<file path="config.mk">
export PLATFORM = sky130hd
export DESIGN_NAME = uart_echo_buf_flat
export DESIGN_NICKNAME = d
export VERILOG_FILES = /design/src/rtl/uart_pkg.sv /design/src/rtl/uart_echo_buf_if.sv /design/src/rtl/uart_sync_fifo.sv /design/src/rtl/uart_echo_buf.sv /design/src/flat_wrapper.sv
export SDC_FILE = /design/constraint.sdc
export NUM_CORES = 1
export LEC_CHECK = 0
export ABC_CLOCK_PERIOD_IN_PS = 5800
export CORE_UTILIZATION = 50
export CTS_CLUSTER_SIZE = 30
export DETAILED_ROUTE_END_ITERATION = 8
export PLACE_DENSITY_LB_ADDON = 0.05
export SLEW_MARGIN = 20
export SYNTH_ARGS = -nofsm -noshare
export SYNTH_HDL_FRONTEND = slang
export SYNTH_SLANG_ARGS = --single-unit
</file>
<file path="constraint.sdc">
create_clock -name CLK -period 5.8 [get_ports CLK]
set_clock_uncertainty 0.1 [all_clocks]
set_input_delay 0.87 -clock CLK [delete_from_list [all_inputs] [get_ports CLK]]
set_output_delay 0.87 -clock CLK [all_outputs]
set_load 0.01 [all_outputs]
</file>
<file path="src/rtl/uart_pkg.sv">
// rtl/uart_pkg.sv - field constants and transmit FSM states for the UART echo buffer
package uart_pkg;

    localparam int RX_PAR_BIT = 8;
    localparam int RX_FRM_BIT = 9;

    typedef enum logic [1:0] {
        T_IDLE  = 2'd0,
        T_WLOW  = 2'd1,
        T_WHIGH = 2'd2
    } tx_state_t;

endpackage

</file>
<file path="src/rtl/uart_echo_buf_if.sv">
// rtl/uart_echo_buf_if.sv - receive, transmit and statistics signals of the echo buffer
interface uart_echo_buf_if #(
    parameter int DEPTH = 16,
    parameter int CT_W  = 8
);
    localparam int LVL_W = $clog2(DEPTH) + 1;

    logic             RX_DATA_EN;
    logic [9:0]       RX_DATA_T;
    logic             ECHO_EN;
    logic             CT_CLR;
    logic             TX_RDY_R;
    logic             TX_RDY_T;
    logic [7:0]       TX_DATA_R;
    logic [LVL_W-1:0] FIFO_LVL;
    logic [CT_W-1:0]  PAR_ERR_CT;
    logic [CT_W-1:0]  FRM_ERR_CT;
    logic [CT_W-1:0]  OVF_CT;

    modport master (
        output RX_DATA_EN, RX_DATA_T, ECHO_EN, CT_CLR, TX_RDY_R,
        input  TX_RDY_T, TX_DATA_R, FIFO_LVL, PAR_ERR_CT, FRM_ERR_CT, OVF_CT
    );

    modport slave (
        input  RX_DATA_EN, RX_DATA_T, ECHO_EN, CT_CLR, TX_RDY_R,
        output TX_RDY_T, TX_DATA_R, FIFO_LVL, PAR_ERR_CT, FRM_ERR_CT, OVF_CT
    );

endinterface

</file>
<file path="src/rtl/uart_sync_fifo.sv">
// rtl/uart_sync_fifo.sv - single-clock FIFO with registered read data and occupancy level
module uart_sync_fifo #(
    parameter int  W     = 8,
    parameter int  DEPTH = 16,
    localparam int AW    = $clog2(DEPTH),
    localparam int LW    = AW + 1
) (
    input  logic          clk,
    input  logic          rst_n,
    input  logic          push,
    input  logic [W-1:0]  wr_data,
    input  logic          pop,
    output logic [W-1:0]  rd_data,
    output logic          full,
    output logic          empty,
    output logic [LW-1:0] level
);

    logic [W-1:0]  mem [DEPTH];
    logic [AW-1:0] wr_ptr;
    logic [AW-1:0] rd_ptr;
    logic          push_ok;
    logic          pop_ok;

    assign full  = (level == LW'(DEPTH));
    assign empty = (level == '0);

    // A full FIFO still takes a push when the head leaves in the same cycle.
    assign pop_ok  = pop && !empty;
    assign push_ok = push && (!full || pop_ok);

    always_ff @(posedge clk) begin
        if (push_ok) begin
            mem[wr_ptr] <= wr_data;
        end
    end

    always_ff @(posedge clk or negedge rst_n) begin
        if (!rst_n) begin
            wr_ptr  <= '0;
            rd_ptr  <= '0;
            level   <= '0;
            rd_data <= '0;
        end else begin
            if (push_ok) begin
                wr_ptr <= wr_ptr + AW'(1);
            end
            if (pop_ok) begin
                rd_ptr  <= rd_ptr + AW'(1);
                rd_data <= mem[rd_ptr];
            end
            if (push_ok && !pop_ok) begin
                level <= level + LW'(1);
            end else if (pop_ok && !push_ok) begin
                level <= level - LW'(1);
            end
        end
    end

endmodule

</file>
<file path="src/rtl/uart_echo_buf.sv">
// rtl/uart_echo_buf.sv - filters received words, buffers clean bytes and echoes them to the transmitter
module uart_echo_buf
    import uart_pkg::*;
#(
    parameter int DEPTH = 16,
    parameter int CT_W  = 8
) (
    input logic            CLK,
    input logic            RST_N,
    uart_echo_buf_if.slave bus
);

    tx_state_t       state;
    tx_state_t       state_nx;
    logic            launch;
    logic            tx_rdy_t;
    logic            full;
    logic            empty;
    logic            frm_hit;
    logic            par_hit;
    logic            push_req;
    logic            ovf_hit;
    logic [CT_W-1:0] par_ct;
    logic [CT_W-1:0] frm_ct;
    logic [CT_W-1:0] ovf_ct;

    // Frame error outranks parity error so each bad word is counted once.
    assign frm_hit  = bus.RX_DATA_EN && bus.RX_DATA_T[RX_FRM_BIT];
    assign par_hit  = bus.RX_DATA_EN && !bus.RX_DATA_T[RX_FRM_BIT] && bus.RX_DATA_T[RX_PAR_BIT];
    assign push_req = bus.RX_DATA_EN && !bus.RX_DATA_T[RX_FRM_BIT] && !bus.RX_DATA_T[RX_PAR_BIT];
    assign ovf_hit  = push_req && full && !launch;

    uart_sync_fifo #(
        .W     (8),
        .DEPTH (DEPTH)
    ) u_fifo (
        .clk     (CLK),
        .rst_n   (RST_N),
        .push    (push_req),
        .wr_data (bus.RX_DATA_T[7:0]),
        .pop     (launch),
        .rd_data (bus.TX_DATA_R),
        .full    (full),
        .empty   (empty),
        .level   (bus.FIFO_LVL)
    );

    always_ff @(posedge CLK or negedge RST_N) begin
        if (!RST_N) begin
            par_ct <= '0;
            frm_ct <= '0;
            ovf_ct <= '0;
        end else if (bus.CT_CLR) begin
            par_ct <= '0;
            frm_ct <= '0;
            ovf_ct <= '0;
        end else begin
            if (par_hit && par_ct != {CT_W{1'b1}}) par_ct <= par_ct + CT_W'(1);
            if (frm_hit && frm_ct != {CT_W{1'b1}}) frm_ct <= frm_ct + CT_W'(1);
            if (ovf_hit && ovf_ct != {CT_W{1'b1}}) ovf_ct <= ovf_ct + CT_W'(1);
        end
    end

    assign bus.PAR_ERR_CT = par_ct;
    assign bus.FRM_ERR_CT = frm_ct;
    assign bus.OVF_CT     = ovf_ct;

    always_ff @(posedge CLK or negedge RST_N) begin
        if (!RST_N) begin
            state    <= T_IDLE;
            tx_rdy_t <= 1'b0;
        end else begin
            state    <= state_nx;
            tx_rdy_t <= launch;
        end
    end

    // The request pulse is played out while still in T_IDLE; leaving only
    // after it ends keeps the request confined to the idle state.
    always_comb begin
        state_nx = state;
        launch   = 1'b0;
        case (state)
            T_IDLE: begin
                if (tx_rdy_t) begin
                    state_nx = T_WLOW;
                end else if (bus.ECHO_EN && !empty && bus.TX_RDY_R) begin
                    launch = 1'b1;
                end
            end
            T_WLOW: begin
                if (!bus.TX_RDY_R) state_nx = T_WHIGH;
            end
            T_WHIGH: begin
                if (bus.TX_RDY_R) state_nx = T_IDLE;
            end
            default: state_nx = T_IDLE;
        endcase
    end

    assign bus.TX_RDY_T = tx_rdy_t;

endmodule

</file>
<file path="src/flat_wrapper.sv">
// flat-port wrapper written by rule: the top's interface ports become plain ports
module uart_echo_buf_flat import uart_pkg::*;
#(
    parameter int DEPTH = 16,
    parameter int CT_W  = 8
)
  (CLK, RST_N, bus_RX_DATA_EN, bus_RX_DATA_T, bus_ECHO_EN, bus_CT_CLR, bus_TX_RDY_R, bus_TX_RDY_T, bus_TX_DATA_R, bus_FIFO_LVL, bus_PAR_ERR_CT, bus_FRM_ERR_CT, bus_OVF_CT);
  uart_echo_buf_if #(.DEPTH(DEPTH), .CT_W(CT_W)) bus_i ();
  input logic CLK;
  input logic RST_N;
  input wire logic [$bits(bus_i.RX_DATA_EN)-1:0] bus_RX_DATA_EN;
  input wire logic [$bits(bus_i.RX_DATA_T)-1:0] bus_RX_DATA_T;
  input wire logic [$bits(bus_i.ECHO_EN)-1:0] bus_ECHO_EN;
  input wire logic [$bits(bus_i.CT_CLR)-1:0] bus_CT_CLR;
  input wire logic [$bits(bus_i.TX_RDY_R)-1:0] bus_TX_RDY_R;
  output wire logic [$bits(bus_i.TX_RDY_T)-1:0] bus_TX_RDY_T;
  output wire logic [$bits(bus_i.TX_DATA_R)-1:0] bus_TX_DATA_R;
  output wire logic [$bits(bus_i.FIFO_LVL)-1:0] bus_FIFO_LVL;
  output wire logic [$bits(bus_i.PAR_ERR_CT)-1:0] bus_PAR_ERR_CT;
  output wire logic [$bits(bus_i.FRM_ERR_CT)-1:0] bus_FRM_ERR_CT;
  output wire logic [$bits(bus_i.OVF_CT)-1:0] bus_OVF_CT;
  assign bus_i.RX_DATA_EN = bus_RX_DATA_EN;
  assign bus_i.RX_DATA_T = bus_RX_DATA_T;
  assign bus_i.ECHO_EN = bus_ECHO_EN;
  assign bus_i.CT_CLR = bus_CT_CLR;
  assign bus_i.TX_RDY_R = bus_TX_RDY_R;
  assign bus_TX_RDY_T = bus_i.TX_RDY_T;
  assign bus_TX_DATA_R = bus_i.TX_DATA_R;
  assign bus_FIFO_LVL = bus_i.FIFO_LVL;
  assign bus_PAR_ERR_CT = bus_i.PAR_ERR_CT;
  assign bus_FRM_ERR_CT = bus_i.FRM_ERR_CT;
  assign bus_OVF_CT = bus_i.OVF_CT;
  uart_echo_buf #(.DEPTH(DEPTH), .CT_W(CT_W)) u_core (.CLK(CLK), .RST_N(RST_N), .bus(bus_i));
endmodule
</file>
==> summary.md, run 1 <==
| Metric | Value |
|---|---|
| WP data required | between 6 and 7 ns |
| Tcrit/Tclk final | roughly two thirds |
| Post-synth EDFFs | 128 |
| CTS clock-pin slew for the worst setup and hold paths | approximately 0.06 ns |
| Min Tclk post-route | 3.79 ns |
| CP top delay family | compound AO/OA/AOI/OAI gates |
| RR Endpoint | u_core.u_fifo.level[4] |
| Full die area | 15,300 um2 |
| Min-delay src | u_core.state[1] |
| Crit-path cells | clkdlybuf4s50_1, nand4bb_1, o211ai_2, nand2_1, inv_1, ha_1, inv_1, fa_1, a21o_1, a21oi_1, mux2i_1, xnor2_1 |
| Main flop type after synthesis | edfxtp_1 |
| Synth Net Count | a little under 500 |
| Top cells by area, synth | edfxtp_1, dfrtp_1, mux4_2 |
| Gr usage total | a little over a fifth |
| Vias in the first global route | around 4,000 |
| Hold-fix buffers, CTS | 0 |
| 1st-iter DRT viols | approximately 320 |
| Clock sink count | ~180 |
| Remaining Overflow, GRT | 0 |
| Leakage power | 3.03 nW |
| Crit path DAT | a little over 4 ns |
| Drt first pass iters | 4 |
| Worst-skew pair later-pin latency | about 0.42 ns |
| Top-area cell type share of the netlist area | 51.8% |
| Crit path buf inv count | 3 |
| Post-route cell area | between 8000 and 9000 um2 |
| Slew headroom | a little under two fifths |
| Mapped Area | roughly 7400 um2 |
| Synth Register Bits | around 180 |
| Row cnt | 44 |
| RSZ-0062 raised after global routing | false |
| First-pass GRT wire length | ~23 mm |
| Diodes inserted | 0 |
| Setup violations, final | 0 |
| Slowest cell on the critical path | o211ai_2 |
| Register area share after synthesis | between 60% and 70% |
| Top cells by count, synth | edfxtp_1, dfrtp_1, mux4_2 |
| Max-cap violations | 0 |
| Setup CP Type | input pin to register |
| Mean Syn Cell Area | around 16 um2 |
| Reg2Reg Depth | 11 |
| Peak VDD IR | roughly 260 uV |
| DR WL/cell | between 20 and 25 um |
| Initial antenna violation count | 0 |
| Hold path cells | 1 |
| Setup TNS | 0 ns |
| GPL Wtd Cong | ~0.8 |
| I/O Pins | 54 |
| H-tree depth | 4 |
| Cts bufs inserted | 17 |
| Cell area power density | 411 nW/um2 |
| Yosys warns | 0 |
| Max incr delay on CP | about 0.66 ns |
| Die span in x | 124 um |
| Distinct cell type count after synthesis | 51 |
| DRC | 0 |
| F_max | 264 MHz |
| Postcts setup bufs | 0 |
| Worst hold margin | ~0.39 ns |
| Worst Setup End Kind | register |
| R2r startpoint | u_core.bus.TX_RDY_T |
| Min-Delay Path Class | register to register |
| Antenna-violating nets left | 0 |
| Post-Synthesis Cells | between 400 and 500 |
| Placed cells | 673 |
| Count leader, synth | edfxtp_1 |
| CTS-repair resized insts | 0 |
| CTS tree | done |
| Final WL | between 10 and 15 mm |
| Max Slew Vio Count | 0 |
| Ys async rst share | 27.3% |
| Final Instance Count excl. Fillers | 705 |
| Crit-path max FO | 21 |
| Dpl hpwl | between 8 and 9 mm |
| Layout cells sized above 1 | between 10% and 20% |
| Dominant cell type by area after synthesis | edfxtp_1 |
| Outcome | finished clean |
| Most used cell, CP | inv_1 |
| R2R Setup Slk | roughly 2.5 ns |
| CTS root buf | clkbuf_16 |
| DP Area | approximately 8100 um2 |
| Nets | approximately 540 |
| P&R area growth vs syn | 16.6% |
| Largest net degree at the start of global routing | 49 |
| DR vias | ~4,000 |
| Chip Height | roughly 120 um |
| CP startpoint kind | input pin |
| Final hold violations | 0 |
| Measured slew at the worst slew-check pin | between 0.9 and 1 ns |
| Number of vias per cell | around 5.7 |
| Core Box Area | roughly 15,000 um2 |
| Final Power | roughly 3.6 mW |
| I/O Buffers | 53 |
| WHS Endpoint | u_core.state[0] |
| Initial Utilization | around 50% |
| Clock buffer depth | 2 |
## registers in the layout, indices dropped and copies added, names as in the netlist
register / flops
u_core.u_fifo.wr_ptr: 4
u_core.bus.PAR_ERR_CT: 8
u_core.bus.TX_RDY_T: 1
u_core.u_fifo.rd_ptr: 4
u_core.bus.OVF_CT: 8
u_core.state: 2
u_core.u_fifo.rd_data: 8
u_core.u_fifo.mem: 128
u_core.bus.FRM_ERR_CT: 8
u_core.u_fifo.level: 5
## placed cells by master (no fill, tap or decap), types with 13 or more instances in the layout
master	n
a21oi_1	20
clkbuf_16	17
dfrtp_1	47
edfxtp_1	128
clkdlybuf4s50_1	52
nand3_1	14
nand2_1	16
nor2_1	28
mux4_2	32
mux2i_1	13
## worst register-to-register path, stage by stage (launching register included)
cell and delay [ns]:
dfrtp_1 0.39, nand4bb_1 0.25, o211ai_2 0.66, nand2_1 0.23, inv_1 0.11, ha_1 0.17
inv_1 0.11, fa_1 0.42, a21o_1 0.20, a21oi_1 0.19, mux2i_1 0.26, xnor2_1 0.14
## through the flow
step	setup slack (ns)	utilization [%]
after detailed placement	1.53	55.7
after CTS	1.96	59.5
final	2.01	59.6
after global routing	1.74	59.6
after floorplan	2.70	-
after global placement	1.69	55.7
## layer usage
metal  up-vias  GRT usage [%]  part of all wire (%)
met1      2029           28.7                    46
li1       1878              -                     -
met2        98           33.6                    49
met4         0           7.08                  0.92
met5         -              0                     0
met3         8           3.94                   4.4
## report_power, final
part | total (mW) | switching, mW | internal [mW]
clock | 1.05 | 0.436 | 0.613
combinational | 0.929 | 0.442 | 0.487
sequential | 1.58 | 0.127 | 1.46
total | 3.56 | 1.01 | 2.56
## cells by family (layout without fill, tap and decap cells)
kind of cell	after synthesis	after routing	share of synthesized area, %
flops	176	176	67.9
xor+xnor	16	16	1.89
buf+inv	33	99	2.16
fa+ha+maj	13	13	2.29
simple gates	102	102	7.33
compound gates	66	66	6.34
mux	49	49	12.1
## worst max path at each step
stage	from	end	depth (start not counted)
after global routing	bus_TX_RDY_R	u_core.u_fifo.level[4]	12
after detailed placement	bus_TX_RDY_R	u_core.u_fifo.level[4]	12
after CTS	bus_TX_RDY_R	u_core.u_fifo.level[4]	12
after floorplan	bus_TX_RDY_R	u_core.u_fifo.level[4]	11
final	bus_TX_RDY_R	u_core.u_fifo.level[4]	12
after global placement	bus_TX_RDY_R	u_core.u_fifo.level[4]	12
## layout make-up
type	instances	area, um2
inverter	10	37.5
clock inverter	5	28.8
tap	184	230
fill	1152	5870
sequential	176	5050
clock buffer	27	520
timing repair buffer	57	556
multi-input combinational	246	2240
Note: power is estimated with default switching activity, not from simulation.
==> run 2: changes to the inputs <==
--- a/config.mk
+++ b/config.mk
@@ -5,7 +5,7 @@
 export SDC_FILE = /design/constraint.sdc
 export NUM_CORES = 1
 export LEC_CHECK = 0
-export ABC_CLOCK_PERIOD_IN_PS = 5800
+export ABC_CLOCK_PERIOD_IN_PS = 3600
 export CORE_UTILIZATION = 50
 export CTS_CLUSTER_SIZE = 30
 export DETAILED_ROUTE_END_ITERATION = 8
==> constraint.sdc (replaced) <==
create_clock -name CLK -period 3.6 [get_ports CLK]
set_clock_uncertainty 0.1 [all_clocks]
set_input_delay 0.54 -clock CLK [delete_from_list [all_inputs] [get_ports CLK]]
set_output_delay 0.54 -clock CLK [all_outputs]
set_load 0.01 [all_outputs]
==> summary.md, run 2 (synthesized netlist as in run 1, its figures left out) <==
| Metric | Value |
|---|---|
| Outcome | finished clean (unchanged) |
| Initial antenna violation count | 0 (unchanged) |
| 1st-iter DRT viols | 345 (was 317) |
| First-pass GRT wire length | 23.0 mm (was 22.6 mm) |
| Leakage power | 3.15 nW (was 3.03 nW) |
| DRC | 0 (unchanged) |
| P&R area growth vs syn | 19.1% (was 16.6%) |
| Row cnt | 44 (unchanged) |
| Postcts setup bufs | 0 (unchanged) |
| Number of vias per cell | 5.80 (was 5.69) |
| Reg with most FFs | u_core.u_fifo.mem (unchanged) |
| Final Power | 5.92 mW (was 3.56 mW) |
| Worst Setup End Kind | register (unchanged) |
| Max Slew Vio Count | 0 (unchanged) |
| Max incr delay on CP | 0.51 ns (was 0.66 ns) |
| Layout cells sized above 1 | 17.6% (was 15.9%) |
| Vias in the first global route | 4,229 (was 4,010) |
| Initial Utilization | 51.1% (unchanged) |
| RSZ-0062 raised after global routing | false (unchanged) |
| Dpl hpwl | 9.38 mm (was 9.00 mm) |
| Hold-fix buffers, CTS | 0 (unchanged) |
| CTS clock-pin slew for the worst setup and hold paths | 0.06 ns (about the same) |
| Max-cap violations | 0 (unchanged) |
| Setup TNS | 0 ns (unchanged) |
| F_max | between 300 and 400 MHz |
| DR WL/cell | 20.2 um (was 20.5 um) |
| Die span in x | 124 um (unchanged) |
| Crit path DAT | 3.10 ns (was 4.03 ns) |
| Crit-path max FO | 5 (was 21) |
| Remaining Overflow, GRT | 0 (unchanged) |
| I/O Buffers | 53 (unchanged) |
| I/O Pins | 54 (unchanged) |
| Crit-path cells | clkdlybuf4s50_1, nand4bb_1, o211ai_2, nand2_1, inv_1, ha_1, inv_1, fa_1, a21o_1, a21oi_1, mux2i_1, xnor2_1 (unchanged) |
| Crit path buf inv count | 3 (unchanged) |
| Fin util | 60.9% (was 59.6%) |
| Cell area power density | 669 nW/um2 (was 411 nW/um2) |
| Final hold violations | 0 (unchanged) |
| Most frequent cells in the layout | edfxtp_1, clkdlybuf4s50_1, dfrtp_1 (unchanged) |
| Full die area | 15,300 um2 (unchanged) |
| Chip Height | 124 um (unchanged) |
| CP startpoint kind | input pin (unchanged) |
| Peak VDD IR | 419 uV (was 263 uV) |
| Slowest cell on the critical path | clkdlybuf4s50_1 (was o211ai_2) |
| Final WL | 14.6 mm (was 14.4 mm) |
| Antenna-violating nets left | 0 (unchanged) |
| CP top delay family | buffers and inverters (was compound AO/OA/AOI/OAI gates) |
| WP data required | 3.85 ns (was 6.04 ns) |
| Layout fillers | 1,128 (was 1,152) |
| Max reg flops | 128 (unchanged) |
| Diodes inserted | 0 (unchanged) |
| Worst hold margin | 0.127 ns (was 0.386 ns) |
| Slew headroom | 35.3% (was 37.5%) |
| H-tree depth | 4 (unchanged) |
| Measured slew at the worst slew-check pin | 0.971 ns (was 0.934 ns) |
| Cts bufs inserted | 17 (unchanged) |
| Setup CP Type | input pin to register (unchanged) |
| Gr usage total | 21.0% (was 20.9%) |
| Clock buffer depth | 2 (unchanged) |
| DR vias | 4,197 (was 4,013) |
| Min-Delay Path Class | input pin to asynchronous set/reset pin (was register to register) |
| Drt first pass iters | 4 (unchanged) |
| GPL Wtd Cong | 0.793 (was 0.796) |
| CTS root buf | clkbuf_16 (unchanged) |
| Commonest non-fill, non-tap cell in the layout | edfxtp_1 (unchanged) |
| Core Box Area | 14,500 um2 (unchanged) |
| CTS tree | done (unchanged) |
| Most used cell, CP | inv_1 (unchanged) |
| Min Tclk post-route | about 2.8 ns |
| Clock sink count | 176 (unchanged) |
| Largest net degree at the start of global routing | 35 (was 49) |
| Tcrit/Tclk final | 79.1% |
| CTS-repair resized insts | 0 (unchanged) |
| Setup violations, final | 0 (unchanged) |
| Nets | 556 (was 537) |
| Worst-skew pair later-pin latency | 0.42 ns (about the same) |
## run 2: cell types whose count changed in the layout (fill, tap and decap cells not counted)
cell / delta
bufinv_16: +2
clkinv_2: -2
clkbuf_4: -2
buf_4: +18
buf_12: +1
nor3_2: -4
nor3_1: +4
clkinvlp_4: -1
clkbuf_1: +3
clkbuf_8: -1
clkbuf_16: +1
## run 2: stage by stage
stage,worst slack (ns),instance area (um2),std cells
2_1_floorplan,0.782,7430,455
3_3_place_gp,0.398,8250,692
3_5_place_dp,0.288,8250,692
4_1_cts,0.735,8840,724
5_1_grt,0.513,8840,724
6_report,0.753,8840,724
## run 2: path summary, 6_finish.rpt
check	startpoint	endpoint	slack, ns	cells past startpoint
min in group CLK	u_core.state[1]	u_core.state[0]	0.37	1
max in group asynchronous	RST_N	u_core.bus.FRM_ERR_CT[4]	2.52	2
min	RST_N	u_core.u_fifo.rd_ptr[0]	0.13	1
max	bus_TX_RDY_R	u_core.u_fifo.level[4]	0.75	12
min reg2reg	u_core.state[1]	u_core.state[0]	0.37	1
max reg2reg	u_core.u_fifo.level[0]	u_core.u_fifo.level[4]	0.89	11
## run 2: area by class of cell
cell class / count / area, um2 / area share [%]
sequential: 176 / 5050 / 57.1
multi-input combinational: 246 / 2220 / 25.1
timing repair buffer: 76 / 711 / 8.04
clock buffer: 28 / 528 / 5.97
tap: 184 / 230 / 2.60
clock inverter: 4 / 71.3 / 0.806
inverter: 10 / 37.5 / 0.424
## run 2: per-layer routing
metal	global-route usage, %	share of wire (%)	vias to the layer above
met5	0	0	-
met4	7.00	1.1	0
met3	4.53	4.4	13
met2	34.7	50	101
met1	27.8	45	2167
li1	-	-	1916
## run 2: report_power, final
group	total (mW)	internal, mW	switching [mW]
clock	1.85	1.14	0.711
sequential	2.68	2.34	0.341
combinational	1.39	0.818	0.568
total	5.92	4.30	1.62
